==> config.mk <==
export PLATFORM = sky130hd
export DESIGN_NAME = adc_sample_source_flat
export DESIGN_NICKNAME = d
export VERILOG_FILES = /design/src/rtl/adc_sample_source_if.sv /design/src/rtl/adc_sample_source.sv /design/src/flat_wrapper.sv
export SDC_FILE = /design/constraint.sdc
export NUM_CORES = 1
export LEC_CHECK = 0
export BUFFER_PORTS_ARGS = -buffer_cell sky130_fd_sc_hd__buf_2
export CAP_MARGIN = 40
export CORE_MARGIN = 2
export CORE_UTILIZATION = 30
export CTS_CLUSTER_DIAMETER = 200
export CTS_CLUSTER_SIZE = 25
export DETAILED_ROUTE_END_ITERATION = 6
export PLACE_DENSITY = 0.53
export SLEW_MARGIN = 25
export SYNTH_ARGS = -nofsm -noshare
export SYNTH_HDL_FRONTEND = slang
export SYNTH_SLANG_ARGS = --single-unit
==> constraint.sdc <==
create_clock -name clk -period 2.34 [get_ports clk]
set_clock_uncertainty 0.05 [all_clocks]
set_input_delay 0.117 -clock clk [delete_from_list [all_inputs] [get_ports clk]]
set_output_delay 0.117 -clock clk [all_outputs]
set_load 0.1 [all_outputs]
==> src/rtl/adc_sample_source_if.sv <==
// Sample interface between the capture cache (master) and the ADC responder (slave).
interface adc_sample_source_if #(
  parameter int unsigned DATA_W = 8
);
  logic              req;
  logic [DATA_W-1:0] adc_data;
  logic              rdy;
  logic              busy;
  logic              overrun;
  logic [15:0]       sample_cnt;

  modport master (output req, input adc_data, rdy, busy, overrun, sample_cnt);
  modport slave  (input req, output adc_data, rdy, busy, overrun, sample_cnt);
endinterface

==> src/rtl/adc_sample_source.sv <==
// Deterministic ADC responder: answers each request with a ramp sample, or with a
// trigger-pulse level at a fixed sample index, after a fixed conversion latency.
module adc_sample_source #(
  parameter int unsigned DATA_W      = 8,
  parameter int unsigned CONV_CYCLES = 3,
  parameter int unsigned BASE_STEP   = 1,
  parameter int unsigned BASE_MAX    = 127,
  parameter int unsigned TRIG_INDEX  = 40,
  parameter int unsigned TRIG_WIDTH  = 4,
  parameter int unsigned TRIG_LEVEL  = 240
) (
  input  logic                clk,
  input  logic                reset,
  adc_sample_source_if.slave  if_adc
);
  localparam int unsigned CONV_W = 8;
  localparam int unsigned CNT_W  = 16;

  typedef enum logic [1:0] {S_IDLE, S_CONV, S_HOLD} state_t;

  state_t              r_state,    w_state;
  logic                r_req_q,    w_req_q;
  logic [CONV_W-1:0]   r_conv_cnt, w_conv_cnt;
  logic [DATA_W-1:0]   r_data,     w_data;
  logic                r_rdy,      w_rdy;
  logic                r_busy,     w_busy;
  logic                r_ovr,      w_ovr;
  logic [CNT_W-1:0]    r_cnt,      w_cnt;
  logic [DATA_W-1:0]   r_base,     w_base;

  logic                w_req_rise;
  logic [DATA_W:0]     w_sum;
  logic                w_pulse;
  logic [DATA_W-1:0]   w_sample;

  // Sample generator: baseline ramp with a pulse window keyed on the completed count
  assign w_req_rise = if_adc.req & ~r_req_q;
  assign w_sum      = {1'b0, r_base} + (DATA_W+1)'(BASE_STEP);
  assign w_pulse    = (32'(r_cnt) >= TRIG_INDEX) && (32'(r_cnt) < TRIG_INDEX + TRIG_WIDTH);
  assign w_sample   = w_pulse ? DATA_W'(TRIG_LEVEL) : r_base;

  // Next-state and registered-output logic
  always_comb begin
    w_state    = r_state;
    w_req_q    = if_adc.req;
    w_conv_cnt = r_conv_cnt;
    w_data     = r_data;
    w_rdy      = r_rdy;
    w_busy     = r_busy;
    w_ovr      = r_ovr;
    w_cnt      = r_cnt;
    w_base     = r_base;
    unique case (r_state)
      S_IDLE, S_HOLD: begin
        if (w_req_rise) begin
          w_state    = S_CONV;
          w_conv_cnt = CONV_W'(CONV_CYCLES - 1);
          w_rdy      = 1'b0;
          w_busy     = 1'b1;
        end
      end
      S_CONV: begin
        // Requests during a conversion are dropped but remembered as an overrun
        if (w_req_rise) w_ovr = 1'b1;
        if (r_conv_cnt != '0) begin
          w_conv_cnt = r_conv_cnt - CONV_W'(1);
        end else begin
          w_state = S_HOLD;
          w_data  = w_sample;
          w_rdy   = 1'b1;
          w_busy  = 1'b0;
          w_cnt   = r_cnt + CNT_W'(1);
          w_base  = (w_sum > (DATA_W+1)'(BASE_MAX)) ? '0 : w_sum[DATA_W-1:0];
        end
      end
      default: w_state = S_IDLE;
    endcase
  end

  always_ff @(posedge clk) begin
    if (reset) begin
      r_state    <= S_IDLE;
      r_req_q    <= 1'b0;
      r_conv_cnt <= '0;
      r_data     <= '0;
      r_rdy      <= 1'b0;
      r_busy     <= 1'b0;
      r_ovr      <= 1'b0;
      r_cnt      <= '0;
      r_base     <= '0;
    end else begin
      r_state    <= w_state;
      r_req_q    <= w_req_q;
      r_conv_cnt <= w_conv_cnt;
      r_data     <= w_data;
      r_rdy      <= w_rdy;
      r_busy     <= w_busy;
      r_ovr      <= w_ovr;
      r_cnt      <= w_cnt;
      r_base     <= w_base;
    end
  end

  assign if_adc.adc_data   = r_data;
  assign if_adc.rdy        = r_rdy;
  assign if_adc.busy       = r_busy;
  assign if_adc.overrun    = r_ovr;
  assign if_adc.sample_cnt = r_cnt;
endmodule

==> src/flat_wrapper.sv <==
// flat-port wrapper written by rule: the top's interface ports become plain ports
module adc_sample_source_flat 
#(
  parameter int unsigned DATA_W      = 8,
  parameter int unsigned CONV_CYCLES = 3,
  parameter int unsigned BASE_STEP   = 1,
  parameter int unsigned BASE_MAX    = 127,
  parameter int unsigned TRIG_INDEX  = 40,
  parameter int unsigned TRIG_WIDTH  = 4,
  parameter int unsigned TRIG_LEVEL  = 240
)
  (clk, reset, if_adc_req, if_adc_adc_data, if_adc_rdy, if_adc_busy, if_adc_overrun, if_adc_sample_cnt);
  adc_sample_source_if #(.DATA_W(DATA_W)) if_adc_i ();
  input  logic clk;
  input  logic reset;
  input wire logic [$bits(if_adc_i.req)-1:0] if_adc_req;
  output wire logic [$bits(if_adc_i.adc_data)-1:0] if_adc_adc_data;
  output wire logic [$bits(if_adc_i.rdy)-1:0] if_adc_rdy;
  output wire logic [$bits(if_adc_i.busy)-1:0] if_adc_busy;
  output wire logic [$bits(if_adc_i.overrun)-1:0] if_adc_overrun;
  output wire logic [$bits(if_adc_i.sample_cnt)-1:0] if_adc_sample_cnt;
  assign if_adc_i.req = if_adc_req;
  assign if_adc_adc_data = if_adc_i.adc_data;
  assign if_adc_rdy = if_adc_i.rdy;
  assign if_adc_busy = if_adc_i.busy;
  assign if_adc_overrun = if_adc_i.overrun;
  assign if_adc_sample_cnt = if_adc_i.sample_cnt;
  adc_sample_source #(.DATA_W(DATA_W), .CONV_CYCLES(CONV_CYCLES), .BASE_STEP(BASE_STEP), .BASE_MAX(BASE_MAX), .TRIG_INDEX(TRIG_INDEX), .TRIG_WIDTH(TRIG_WIDTH), .TRIG_LEVEL(TRIG_LEVEL)) u_core (.clk(clk), .reset(reset), .if_adc(if_adc_i));
endmodule
Word level (Yosys, flattened, before mapping)

Cells that the tools add are included.

Bits in registers: 46
Input port bits: 3
Output and inout port bits: 27

Add/sub/neg operators: 3
Magnitude comparators: 3
Equal/unequal tests: 5
Mux-type cells: 14
Bitwise gates (word level): 3
Reductions and logical operators: 10

Operator list:

| cell                  | number |
|---|---|
| $mux 8                | 4 |
| $add 16x1->16 const B | 1 |
| $ge 16x6->1 const B   | 1 |
| $lt 16x6->1 const B   | 1 |
| $pmux 8 s2            | 1 |
| $add 8x1->9 const B   | 1 |
| $gt 9x7->1 const B    | 1 |
| $reduce_bool 8->1     | 1 |
| $sub 8x1->8 const B   | 1 |
| $reduce_and 2->1      | 3 |
| $reduce_and 3->1      | 2 |
| $mux 1                | 4 |
| $mux 2                | 2 |
| $ne 2x1->1 const B    | 2 |
| $pmux 1 s2            | 2 |
| $pmux 2 s2            | 1 |
| $eq 2x1->1 const B    | 1 |
| $eq 2x2->1 const B    | 1 |
| $logic_not 2->1       | 1 |
| $ne 2x2->1 const B    | 1 |
| $not 1->1             | 2 |
| $reduce_bool 2->1     | 1 |
| $reduce_or 2->1       | 1 |
| $and 1x1->1           | 1 |
| $logic_and 1x1->1     | 1 |

Longest topological paths before layout

Depth in word-level cells: 4
Depth in mapped cells: 8

Least setup slack after synthesis

OpenSTA, ideal clock, no wires.

Path kind: register to register
Start: register u_core.r_cnt[7], in the netlist u_core.if_adc.sample_cnt[7]
End: register u_core.r_cnt[15], in the netlist u_core.if_adc.sample_cnt[15]
Library setup time: 128 ps
Data arrival time: 2049 ps
Data required time: 2162 ps
Path slack: 113 ps
Stages on the path, launching flop included: 6
Clock period less this slack: 2227 ps
Cell sequence: dfxtp_1 and4_1 nand4_1 nor4_1 xnor2_1 nor2_1

Longest elaborated chain between the ends: 1

RTL lines:

| item                   | RTL line                | text |
|---|---|---|
| start, declared        | adc_sample_source.sv:28 | `logic [CNT_W-1:0] r_cnt, w_cnt;` |
| start signal, assigned | adc_sample_source.sv:99 | `r_cnt <= w_cnt;` |
| $add 16x1->16          | adc_sample_source.sv:72 | `w_cnt = r_cnt + CNT_W'(1);` |

Every way passes these cells.
A chain may end at the register's enable or synchronous reset.

Final worst setup path

Start: register u_core.r_conv_cnt[0]
End: register u_core.r_base[5]

Longest elaborated chain between the ends: 3

RTL lines:

| item                       | RTL line                 | text |
|---|---|---|
| start, declared            | adc_sample_source.sv:23  | `logic [CONV_W-1:0] r_conv_cnt, w_conv_cnt;` |
| start signal, assigned     | adc_sample_source.sv:94  | `r_conv_cnt <= w_conv_cnt;` |
| $reduce_bool 8->1          | adc_sample_source.sv:65  | `if (r_conv_cnt != '0) begin` |
| $not 1->1 (no line)        | n/a                      |  |
| $reduce_and 2->1 (no line) | n/a                      |  |
| end signal, assigned       | adc_sample_source.sv:100 | `r_base <= w_base;` |
| end, declared              | adc_sample_source.sv:29  | `logic [DATA_W-1:0] r_base, w_base;` |

Every way passes these cells.

==> impl_metrics.json <==
{
  "outcome": "completed",
  "root_buffer": "clkbuf_8",
  "max-slew-margin-rel": 0.631,
  "drive_above_1_share": 0.191,
  "crit_fanout": 9,
  "max_cap_viol_count": 0,
  "slowest_stage": "nor3b_2",
  "crit_buf_inv": 1,
  "antenna_left": 0,
  "setup_viol": 0,
  "max_freq_ghz": 0.485,
  "tightestPinTransition_ps": 549,
  "fin_crit_sh": 0.880,
  "critPathLaunch": "u_core.r_conv_cnt[0]$_SDFFE_PP0P_",
  "gr-total-overflow": 0,
  "die_w_um": 89.9,
  "hold_depth": 2,
  "pwr-share-clk": 0.263,
  "antenna_found_initial": 0,
  "syn_to_final_growth_pct": 15.7,
  "crit_path_end_kind": "register",
  "setup.worst_path.end": "u_core.r_base[5]$_SDFFE_PP0P_",
  "clock_latency_ps": 290,
  "critical_path_class": "register to register",
  "ios": 30,
  "dr_total_vias": 1823,
  "dpl.hpwl_um": 3390,
  "grt_pass1_vias": 1735,
  "pre_cts_slack_ps": 192,
  "syn_area_per_cell_um2": 8.85,
  "cts_tree": "yes",
  "netSwitchingFraction": 0.355,
  "rr_worst_depth": 6,
  "ir_drop_uv": 374,
  "wl_met1_um": 2510,
  "synth_area_mm2": 0.00221,
  "synth_top_area_frac": 0.416,
  "slowest_delay_ps": 460,
  "synth.distinct_cells": 56,
  "static-leakage-power_nw": 0.948,
  "synth_common_cells": "46 x dfxtp_1, 28 x nor2_1, 18 x nand2_1",
  "nFillCells": 793,
  "wire_per_inst_um": 12.5,
  "layout.nets": 290,
  "path_delay_family": "simple AND/OR/NAND/NOR gates",
  "synth_area_leader_cell": "dfxtp_1",
  "cp_cell_sequence": "inv_1, ha_1, nor3b_2, and3_2, nor2_1, a221o_1",
  "power-per-cell-area_mw_per_mm2": 740,
  "clkTransAtPathRegs_ps": 80,
  "remaining_drc_errors": 0,
  "synthTopCellsByArea": "dfxtp_1 42%, nor2_1 4.8%, xnor2_1 4.8%",
  "rsz0062_at_grt": "false",
  "clockBufferDepth": 2,
  "ys.flop_type": "dfxtp_1",
  "worstSetupStartpointType": "register",
  "grt_usage": 0.123,
  "cts.sink_count": 46,
  "post_cts_hold_buffer_count": 0,
  "yosysMostFrequentCell": "dfxtp_1",
  "r2r-start": "u_core.r_conv_cnt[0]$_SDFFE_PP0P_",
  "power.switching_mw": 0.672,
  "period_minus_slack_ps": 2060,
  "numCtsBuffers": 5,
  "row_count": 31,
  "wl_met2_um": 2060,
  "min_path_type": "input port to register",
  "r2r-end": "u_core.r_base[5]$_SDFFE_PP0P_",
  "synth_nets": 259,
  "route.met3.wl_um": 144,
  "intPower_mw": 1.22,
  "diodes": 0,
  "start_util": 0.307,
  "combinationalPowerShare": 0.264,
  "slew_viol_final": 0,
  "grt_max_degree": 35,
  "io_buffers": 29,
  "gp_congestion": 0.815,
  "grt_pass1_wl_um": 8250,
  "cp.arrival_ps": 2200,
  "critical_path_required_ps": 2480,
  "dieArea_mm2": 0.00808,
  "synth_cells": 250,
  "final-hold-violation-count": 0,
  "via_per_inst": 4.78,
  "core_area_mm2": 0.00721,
  "yosys_register_bits": 46,
  "top_layer": "met4",
  "seqPwrFrac": 0.473,
  "die_y_um": 89.9,
  "ff2ff_setup_slack_ps": 280,
  "synth_seq_area_share": 0.416,
  "dr.pass1.iters": 4,
  "cp.depth": 6,
  "synth_async_sr_flop_share": 0,
  "routed_wl_um": 4760,
  "fin_tns_setup_ps": 0,
  "drt_iter0_drc": 75,
  "yosysWarnings": 0,
  "htree_num_levels": 2,
  "synth-edff-count": 0,
  "timing.final.ws_setup_ps": 280
}
[sequential cells by signal, indices dropped and copies added, names as in the netlist]
| signal | cells |
|---|---|
| u_core.if_adc.adc_data | 8 |
| u_core.r_state | 2 |
| u_core.r_base | 8 |
| u_core.r_req_q | 1 |
| u_core.if_adc.rdy | 1 |
| u_core.if_adc.busy | 1 |
| u_core.if_adc.sample_cnt | 16 |
| u_core.r_conv_cnt | 8 |
| u_core.if_adc.overrun | 1 |
[cell type report]
cell class | instances | area, um2 | share of cell area
well taps | 99 | 124 | 0.0484
multi-input cells | 181 | 1190 | 0.466
inverters | 13 | 48.8 | 0.0191
flip-flops and latches | 46 | 921 | 0.360
clock buffers | 7 | 86.3 | 0.0337
repair buffers | 34 | 183 | 0.0714
clock inverters | 1 | 5.00 | 0.00196
[repair_timing]
item                                    4_1_cts  5_1_grt
resized for setup                             0        1
endpoints found under the hold margin         0        0
buffers inserted                              0        0
endpoints found under the setup margin        0        2
[cells in the final DEF (no fill, tap or decap), drive strengths merged, types with 6 or more instances in the layout]
cell and instances:
a21oi 14, buf 34, clkbuf 7, dfxtp 46, ha 6, inv 13, nand2 18, nand3 13
nand4 6, nor2 28, nor3 14, nor4 7, o21ai 7, xnor2 12, xor2 6
[per-layer routing]
metal  track usage  up-vias
met5             0        -
li1              -      954
met4        0.0385        0
met1         0.175      834
met2         0.185       33
met3        0.0268        2
[stage by stage]
step	power (mW)	hold WS, ps	util	cell area, um2	instances
floorplan	1.33	195	-	2210	250
global placement	1.41	319	0.342	2460	373
detailed placement	1.42	321	0.342	2460	373
CTS	1.92	2.47	0.354	2560	381
global route	2.01	8.70	0.355	2560	381
finish	1.89	8.64	0.355	2560	381
[cells by family (layout without fill, tap and decap cells)]
group / count (synthesis) / after routing / synth area share
simple gates: 110 / 110 / 0.283
buf+inv: 23 / 55 / 0.0464
mux: 1 / 1 / 0.00679
xor+xnor: 18 / 18 / 0.0713
fa+ha+maj: 6 / 6 / 0.0339
flops: 46 / 46 / 0.416
compound gates: 46 / 46 / 0.142
[power by group through the flow]
stage               Clock, mW  Combinational [mW]  Sequential [mW]
floorplan                   0               0.277             1.05
global placement            0               0.498            0.914
detailed placement          0               0.505            0.915
CTS                     0.520               0.505            0.897
global route            0.550               0.546            0.910
finish                  0.498               0.501            0.896
[worst min-delay path by stage]
stage / end / startpoint / slack (ps)
floorplan: u_core.r_req_q$_SDFF_PP0_ / if_adc_req / 200
global placement: u_core.r_req_q$_SDFF_PP0_ / if_adc_req / 320
detailed placement: u_core.r_req_q$_SDFF_PP0_ / if_adc_req / 320
CTS: u_core.if_adc.adc_data[6]$_SDFFE_PP0P_ / reset / 2
global route: u_core.if_adc.adc_data[4]$_SDFFE_PP0P_ / reset / 9
finish: u_core.if_adc.adc_data[5]$_SDFFE_PP0P_ / reset / 9
No activity file was read; power rests on OpenSTA's default activity.
